==> src/rtl/ram512_dma_pkg.sv <==
// ram512_dma_pkg
//   Shared definitions for the RAM512 fill/copy engine: default widths,
//   the command opcodes and the engine state encoding.
package ram512_dma_pkg;

  localparam int DEF_ADDR_WIDTH = 9;
  localparam int DEF_DATA_WIDTH = 16;
  localparam int DEF_LEN_WIDTH  = 10;

  localparam logic OP_FILL = 1'b0;
  localparam logic OP_COPY = 1'b1;

  typedef enum logic [2:0] {
    ST_IDLE    = 3'd0,
    ST_FILL    = 3'd1,
    ST_COPY_RD = 3'd2,
    ST_COPY_WR = 3'd3,
    ST_DONE    = 3'd4
  } state_t;

  // True in the states where the engine, not the host, drives the RAM.
  function automatic logic is_engine_state(input state_t s);
    return (s == ST_FILL) || (s == ST_COPY_RD) || (s == ST_COPY_WR);
  endfunction

endpackage

==> src/rtl/ram512_dma_mux.sv <==
// ram512_dma_mux
//   Combinational select of the RAM write port between the host and the
//   fill/copy engine.
// Ports:
//   engine_sel                       1 = engine owns the RAM, 0 = host
//   host_in/host_load/host_address   host-side RAM controls
//   eng_in/eng_load/eng_address      engine-side RAM controls
//   ram_in/ram_load/ram_address      controls driven into the RAM
module ram512_dma_mux
  import ram512_dma_pkg::*;
#(
  parameter int ADDR_WIDTH = DEF_ADDR_WIDTH,
  parameter int DATA_WIDTH = DEF_DATA_WIDTH
) (
  input  logic                  engine_sel,
  input  logic [DATA_WIDTH-1:0] host_in,
  input  logic                  host_load,
  input  logic [ADDR_WIDTH-1:0] host_address,
  input  logic [DATA_WIDTH-1:0] eng_in,
  input  logic                  eng_load,
  input  logic [ADDR_WIDTH-1:0] eng_address,
  output logic [DATA_WIDTH-1:0] ram_in,
  output logic                  ram_load,
  output logic [ADDR_WIDTH-1:0] ram_address
);

  // While the engine owns the RAM the host controls are dropped entirely,
  // so a host write during a transfer is lost rather than queued.
  always_comb begin
    ram_in      = host_in;
    ram_load    = host_load;
    ram_address = host_address;
    if (engine_sel) begin
      ram_in      = eng_in;
      ram_load    = eng_load;
      ram_address = eng_address;
    end
  end

endmodule

==> src/rtl/ram512_dma.sv <==
// ram512_dma
//   Fill/copy engine sitting in front of a RAM512. When idle the host port
//   passes straight through; on start it fills a range with a constant or
//   copies one range to another, ascending, wrapping modulo the RAM size.
// Ports:
//   clk, reset_n                     clock, asynchronous active-low reset
//   start, op                        command strobe (IDLE only), 0=fill 1=copy
//   src_addr, dst_addr, length       copy source, destination, word count
//   fill_value                       fill constant
//   busy, done                       engine owns RAM / one-cycle completion
//   host_in/host_load/host_address   host RAM port
//   host_out                         RAM read data back to the host
//   ram_in/ram_load/ram_address      drive the RAM
//   ram_out                          combinational RAM read data
module ram512_dma
  import ram512_dma_pkg::*;
#(
  parameter int ADDR_WIDTH = DEF_ADDR_WIDTH,
  parameter int DATA_WIDTH = DEF_DATA_WIDTH,
  parameter int LEN_WIDTH  = DEF_LEN_WIDTH
) (
  input  logic                  clk,
  input  logic                  reset_n,
  input  logic                  start,
  input  logic                  op,
  input  logic [ADDR_WIDTH-1:0] src_addr,
  input  logic [ADDR_WIDTH-1:0] dst_addr,
  input  logic [LEN_WIDTH-1:0]  length,
  input  logic [DATA_WIDTH-1:0] fill_value,
  output logic                  busy,
  output logic                  done,
  input  logic [DATA_WIDTH-1:0] host_in,
  input  logic                  host_load,
  input  logic [ADDR_WIDTH-1:0] host_address,
  output logic [DATA_WIDTH-1:0] host_out,
  output logic [DATA_WIDTH-1:0] ram_in,
  output logic                  ram_load,
  output logic [ADDR_WIDTH-1:0] ram_address,
  input  logic [DATA_WIDTH-1:0] ram_out
);

  localparam int WORDS = 1 << ADDR_WIDTH;
  localparam logic [LEN_WIDTH-1:0] MAX_LEN = LEN_WIDTH'(WORDS);

  state_t                state;
  logic [LEN_WIDTH-1:0]  index;
  logic [DATA_WIDTH-1:0] hold;
  logic                  op_q;
  logic [ADDR_WIDTH-1:0] src_q;
  logic [ADDR_WIDTH-1:0] dst_q;
  logic [LEN_WIDTH-1:0]  len_q;
  logic [DATA_WIDTH-1:0] fill_q;

  logic [LEN_WIDTH-1:0]  len_clamped;
  logic [LEN_WIDTH-1:0]  last_index;
  logic                  at_last;
  logic [ADDR_WIDTH-1:0] idx_lo;

  logic                  engine_sel;
  logic [DATA_WIDTH-1:0] eng_in;
  logic                  eng_load;
  logic [ADDR_WIDTH-1:0] eng_address;

  // Lengths beyond the RAM size would just revisit words, so they are cut
  // to one full pass.
  assign len_clamped = (length > MAX_LEN) ? MAX_LEN : length;
  assign last_index  = len_q - LEN_WIDTH'(1);
  assign at_last     = (index == last_index);
  assign idx_lo      = index[ADDR_WIDTH-1:0];

  assign host_out = ram_out;

  // Main sequencer. busy and done are registered alongside the state so
  // they change on the same edge as the state they describe. Operands are
  // captured on the start edge so later input changes cannot disturb a
  // transfer in flight.
  always_ff @(posedge clk or negedge reset_n) begin
    if (!reset_n) begin
      state  <= ST_IDLE;
      busy   <= 1'b0;
      done   <= 1'b0;
      index  <= '0;
      hold   <= '0;
      op_q   <= OP_FILL;
      src_q  <= '0;
      dst_q  <= '0;
      len_q  <= '0;
      fill_q <= '0;
    end else begin
      case (state)
        ST_IDLE: begin
          busy <= 1'b0;
          done <= 1'b0;
          if (start) begin
            op_q   <= op;
            src_q  <= src_addr;
            dst_q  <= dst_addr;
            len_q  <= len_clamped;
            fill_q <= fill_value;
            index  <= '0;
            if (len_clamped == '0) begin
              state <= ST_DONE;
              done  <= 1'b1;
            end else if (op == OP_COPY) begin
              state <= ST_COPY_RD;
              busy  <= 1'b1;
            end else begin
              state <= ST_FILL;
              busy  <= 1'b1;
            end
          end
        end

        ST_FILL: begin
          if (at_last) begin
            state <= ST_DONE;
            busy  <= 1'b0;
            done  <= 1'b1;
          end else begin
            index <= index + LEN_WIDTH'(1);
          end
        end

        ST_COPY_RD: begin
          hold  <= ram_out;
          state <= ST_COPY_WR;
        end

        ST_COPY_WR: begin
          if (at_last) begin
            state <= ST_DONE;
            busy  <= 1'b0;
            done  <= 1'b1;
          end else begin
            index <= index + LEN_WIDTH'(1);
            state <= ST_COPY_RD;
          end
        end

        ST_DONE: begin
          done  <= 1'b0;
          busy  <= 1'b0;
          state <= ST_IDLE;
        end

        default: begin
          state <= ST_IDLE;
          busy  <= 1'b0;
          done  <= 1'b0;
        end
      endcase
    end
  end

  // Engine-side RAM controls are decoded straight from the state so that
  // an asynchronous reset drops the write enable in the same instant the
  // state returns to IDLE.
  always_comb begin
    engine_sel  = is_engine_state(state);
    eng_address = dst_q + idx_lo;
    eng_in      = fill_q;
    eng_load    = 1'b0;
    case (state)
      ST_FILL: begin
        eng_load = 1'b1;
      end
      ST_COPY_RD: begin
        eng_address = src_q + idx_lo;
      end
      ST_COPY_WR: begin
        eng_in   = hold;
        eng_load = 1'b1;
      end
      default: begin
        eng_load = 1'b0;
      end
    endcase
  end

  ram512_dma_mux #(
    .ADDR_WIDTH(ADDR_WIDTH),
    .DATA_WIDTH(DATA_WIDTH)
  ) u_mux (
    .engine_sel  (engine_sel),
    .host_in     (host_in),
    .host_load   (host_load),
    .host_address(host_address),
    .eng_in      (eng_in),
    .eng_load    (eng_load),
    .eng_address (eng_address),
    .ram_in      (ram_in),
    .ram_load    (ram_load),
    .ram_address (ram_address)
  );

  // op_q is captured for completeness; the sequencer already branched on
  // the live op at the start edge.
  logic unused_op;
  assign unused_op = op_q;

endmodule

==> config.mk <==
export PLATFORM = sky130hd
export DESIGN_NAME = ram512_dma
export DESIGN_NICKNAME = d
export VERILOG_FILES = /design/src/rtl/ram512_dma_pkg.sv /design/src/rtl/ram512_dma_mux.sv /design/src/rtl/ram512_dma.sv
export SDC_FILE = /design/constraint.sdc
export NUM_CORES = 1
export LEC_CHECK = 0
export CELL_PAD_IN_SITES_DETAIL_PLACEMENT = 0
export CELL_PAD_IN_SITES_GLOBAL_PLACEMENT = 1
export CORE_ASPECT_RATIO = 1.75
export CORE_MARGIN = 8
export CORE_UTILIZATION = 38
export CTS_BUF_LIST = sky130_fd_sc_hd__clkbuf_16
export CTS_CLUSTER_SIZE = 14
export DETAILED_ROUTE_END_ITERATION = 10
export GPL_ROUTABILITY_DRIVEN = 0
export PLACE_DENSITY_LB_ADDON = 0.1
export SLEW_MARGIN = 0
export SYNTH_ARGS = -nofsm -noshare
export SYNTH_HDL_FRONTEND = slang
export SYNTH_SLANG_ARGS = --single-unit
==> constraint.sdc <==
create_clock -name clk -period 10.9 [get_ports clk]
set_clock_uncertainty 0.15 [all_clocks]
set_input_delay 2.18 -clock clk [delete_from_list [all_inputs] [get_ports clk]]
set_output_delay 2.18 -clock clk [all_outputs]
set_load 0.05 [all_outputs]
# After elaboration in Yosys (flattened, before gate mapping)

Cells that the tools add are included.

Bits in registers: 75
Bits of input ports: 90

$add $sub $neg: 4
Magnitude comparators: 1
Equal/unequal tests: 8
Muxes and demuxes: 24
Bitwise gates (word level): 1
Reductions and logical operators: 10

Operator list:

| cell                    | number |
|---|---|
| $mux W16                | 2 |
| $mux W10                | 3 |
| $pmux W10 S2            | 1 |
| $add A9 B9 Y9           | 2 |
| $mux W9                 | 2 |
| $mux W3                 | 4 |
| $pmux W3 S4             | 1 |
| $add A10 B1 Y10 const B | 1 |
| $eq A10 B10 Y1          | 1 |
| $gt A10 B10 Y1 const B  | 1 |
| $logic_not A10 Y1       | 1 |
| $sub A10 B1 Y10 const B | 1 |
| $mux W1                 | 8 |
| $eq A3 B2 Y1 const B    | 2 |
| $ne A2 B2 Y1 const B    | 3 |
| $pmux W1 S3             | 2 |
| $reduce_and A2 Y1       | 3 |
| $eq A3 B1 Y1 const B    | 1 |
| $logic_not A3 Y1        | 1 |
| $reduce_and A3 Y1       | 1 |
| $logic_or A1 B1 Y1      | 2 |
| $mux W2                 | 1 |
| $ne A2 B1 Y1 const B    | 1 |
| $reduce_bool A2 Y1      | 1 |
| 2 further kinds         | 2 |

# Longest topological paths before layout

Depth after elaboration: 6
Depth in mapped cells: 14
Depth with buffers taken out: 12

# Modules after synthesis

A second synthesis with hierarchy kept.

Cells, all modules: 497
Area, all modules: 4,436.8 µm²

By module, submodules not included:

| module         | times used | cells each | area each (µm²) |
|---|---|---|---|
| ram512_dma     | 1          | 468        | 4,017.6 |
| ram512_dma_mux | 1          | 29         | 419.2 |

# Least setup slack after synthesis

No wires, ideal clock.

Kind: register to output
Start: reg state[2]
End: out ram_address[6]
Data arrival time: 4.136 ns
Path slack: 4.434 ns
Stages on the path, launching flop included: 15
Cell sequence: dfrtp_1 > nand2b_1 > nor2_1 > buf_1 > buf_1 > mux2_2 > ha_1 > inv_1 > fa_1 > nor2b_1 > o21ai_0 > a21boi_0 > o21ai_0 > a21boi_0 > o31ai_1

Word-level cells in the longest chain between the ends: 4
Elaborated cells on any way between the ends: 7
Those cells by class: 3 x eq/ne; 2 x mux; 2 x reduce/logical

Ends and longest elaborated chain:

| what                                                | RTL line                                | RTL |
|---|---|---|
| start: declaration                                  | ram512_dma.sv:45                        | `state_t state;` |
| start signal: assignment                            | ram512_dma.sv:79                        | `state <= ST_IDLE;` |
| start signal: assignment                            | ram512_dma.sv:102                       | `state <= ST_DONE;` |
| start signal: assignment                            | ram512_dma.sv:105                       | `state <= ST_COPY_RD;` |
| $eq A3 B1 Y1 / $eq A3 B2 Y1 (equally long branches) | ram512_dma_pkg.sv:23, ram512_dma.sv:163 |  |
| $logic_or A1 B1 Y1 (2 in a row)                     | ram512_dma_pkg.sv:23                    | `return (s == ST_FILL) \|\| (s == ST_COPY_RD) \|\| (s == ST_COPY_WR);` |
| $mux W9 *                                           | ram512_dma_mux.sv:33                    | `if (engine_sel) begin` |
| end: declaration                                    | ram512_dma.sv:38                        | `output logic [ADDR_WIDTH-1:0] ram_address,` |

Every way passes the cells marked *; elsewhere a longest branch is shown, timed or not.

# Worst setup path in the final report

Start: reg state[1]
End: out ram_address[8]

The elaborated chain is that of the path after synthesis.

==> results.md <==
* Main synth FF type: dfrtp_1
* Cells along the critical path: nand2b_1, nor2_2, buf_4, mux2_2, ha_1, inv_1, fa_1, nor2b_1, o21ai_0, a21boi_0, o21ai_0, a2111o_1, o211ai_1, clkdlybuf4s50_1
* Post-DRT Antenna Nets at 0
* First-pass GRT wire length at 21.2 mm
* Antenna violations before repair at 0
* Sw Ratio at 45.6%
* Max VDD drop at 0.000216 V
* Fmax at 0.150 GHz
* Clk pwr share at 17.9%
* Die area at 15,600 um^2
* Setup ws final at 4.21 ns
* Post-Synthesis Cells at 504
* Leading area contributor after synthesis: dfrtp_1
* # IOs at 134
* Total wire length after detailed routing at 12.9 mm
* Net switching power at 0.902 mW
* Critical path arrival at 4.36 ns
* Tot Pwr at 1.98 mW
* Area grow syn2layout at 37.7%
* Worst Hold Class: flip-flop to flip-flop
* Starting density of the core at 38.8%
* Critical Path Source Type: flip-flop
* Required time worst endpoint at 8.57 ns
* Setup crit end kind: primary output
* Most frequent cells in the layout: 148 x nand2_1, 132 x clkdlybuf4s50_1, 75 x dfrtp_1
* Setup violations, final at 0
* Cell mode on critical path: o21ai_0
* Sink Count at 75
* Routed len/inst at 17.2 um
* Post-synth EDFFs at 0
* Average cell area after synthesis at 8.87 um^2
* Crit-path max cell delay at 0.85 ns
* Int Power at 1.08 mW
* Leak at 2.86 nW
* Setup TNS at 0 ns
* CTS tree: done
* Largest net degree at the start of global routing at 76
* Routed vias/inst at 5.15
* Reg power frac at 25.2%
* H-Tree Depth at 3
* Overall routing resource usage at 16.9%
* # diodes at 0
* Max_slew headroom at 26.6%
* Port Buffers at 133
* Number of global-route vias before repair at 4,353
* Setup CP Type: flip-flop to primary output
* Status: finished clean
* Pwr dens at 322 nW/um^2
* Post-Syn Nets at 605
* Combinational group share of total power at 56.9%
* Asr flop ratio synth at 100%
* DRC at 0
* Clock Latency Late Sink at 0.33 ns
* Drt pass-1 iters at 4
* Top post-synthesis cells by area: dfrtp_1 42%, nand2_1 12%, mux2_2 6.3%
* Via count at 3,867
* Most common cell after layout, fill and taps aside: nand2_1
* Postcts setup bufs at 0
* CP bufs+invs at 3
* Share of layout cells above drive strength 1 at 9.58%
* Die height at 159 um
* Final Hold Violating Endpoints at 0
* Core area at 11,500 um^2
* Post-DP HPWL at 9.65 mm
* Max Cap Viol at 0
* Period utilization at 61.3%
* Register bit total from synthesis at 75
* Die X at 98.0 um
* Num rows at 52
* CP max stage cell: clkdlybuf4s50_1
* 1st-iter DRT viols at 118
* RSZ-0062 raised after global routing: no
* Min Tclk post-route at 6.69 ns
* Synth Cell Area at 4470 um^2
* Clock slew at reported path FFs at 0.06 ns
* Max FO, Critical Path at 29
* Share of the synthesized area in the top cell type at 42.0%
* Total Nets Final at 712
* Root buf cell: clkbuf_16
* Num CTS Buffers at 9
* Grt ovf at 0
* Max clock buf depth at 2
* Hold_buf cts at 0
* Worst-Margin Slew at 1.10 ns
* Sequential area share after synthesis at 42.0%
* Fin. max-slew vios at 0
* Post-CTS resize count at 0
* Yosys Warn Count at 0
* Delay-heaviest family, CP: buffers and inverters
* Post-place setup slack at 4.55 ns
* Number of library cell types mapped by synthesis at 57
==> final timing paths <==
| kind | startpoint | slack (ns) | depth (start not counted) | end |
|---|---|---|---|---|
| worst max-delay path | state[1] | 4.21 | 14 | ram_address[8] |
| worst min register to register | dst_q[6] | 0.32 | 2 | dst_q[6] |
| worst min-delay path | dst_q[6] | 0.32 | 2 | dst_q[6] |
| min in group asynchronous | reset_n | 1.84 | 1 | dst_q[7] |
| worst max register to register | len_q[0] | 7.92 | 8 | index[1] |
| max in group asynchronous | reset_n | 8.12 | 1 | len_q[0] |
==> final cells by class <==
cell class | count | area, um^2
flip-flops and latches | 75 | 1880
inverters | 14 | 52.6
repair buffers | 136 | 1350
clock inverters | 7 | 131
well taps | 135 | 169
multi-input cells | 375 | 2350
clock buffers | 9 | 225
fillers | 1098 | 5360
==> registers in the layout, indices dropped and copies added, names as in the netlist <==
register,flops
index,10
fill_q,16
state,3
hold,16
src_q,9
busy,1
len_q,10
done,1
dst_q,9
==> cells in the mapped netlist (all sizes together), types with 5 or more instances <==
master	instances
nand2	148
dfrtp	75
o21ai	33
mux2	26
mux2i	23
clkbuf	21
buf	19
nor2	15
inv	14
a21oi	13
ha	10
nand3	9
nor3	9
nand2b	8
xor2	8
nand3b	6
or2	6
a2111o	5
xnor2	5
==> worst register-to-register path, stage by stage (launching register included) <==
cell       delay, ns
dfrtp_1         0.45
inv_1           0.11
ha_1            0.27
or4b_1          0.52
nor3_1          0.20
o2111ai_1       0.18
a311o_2         0.43
o21ai_2         0.21
mux2_1          0.34
==> layer usage <==
| metal | share of wire [%] | GRT usage [%] |
|---|---|---|
| met3 | 5.8 | 4.99 |
| met2 | 54 | 30.7 |
| met5 | 0 | 0 |
| met1 | 39 | 17.8 |
| met4 | 1.1 | 6.14 |
==> cells by family (layout without fill, tap and decap cells) <==
| logic type | Yosys count | in the layout | synth area share (%) |
|---|---|---|---|
| buffers and inverters | 54 | 166 | 5.91 |
| adder cells (fa/ha/maj) | 11 | 11 | 3.25 |
| XOR/XNOR | 13 | 13 | 2.55 |
| multiplexers | 49 | 49 | 11.7 |
| AND/OR/NAND/NOR | 220 | 220 | 21.9 |
| flip-flops | 75 | 75 | 42.0 |
| AO/OA/AOI/OAI | 82 | 82 | 12.7 |
==> power groups by stage <==
stage                     Combinational, mW  Sequential (mW)  Clock (mW)
after floorplan                       0.812            0.473           0
after global placement                 1.13            0.500           0
after detailed placement               1.14            0.504           0
after CTS                              1.15            0.500       0.362
after global routing                   1.23            0.516       0.374
final                                  1.13            0.500       0.354
==> stage by stage <==
step | std cells | utilization, % | hold slack [ns] | area (um^2)
after floorplan | 504 | - | 0.290 | 4470
after global placement | 735 | 50.4 | 0.303 | 5800
after detailed placement | 735 | 50.4 | 0.311 | 5800
after CTS | 751 | 53.5 | 0.327 | 6160
after global routing | 751 | 53.5 | 0.345 | 6160
final | 751 | 53.5 | 0.320 | 6160
No activity file was read; power rests on OpenSTA's default activity.
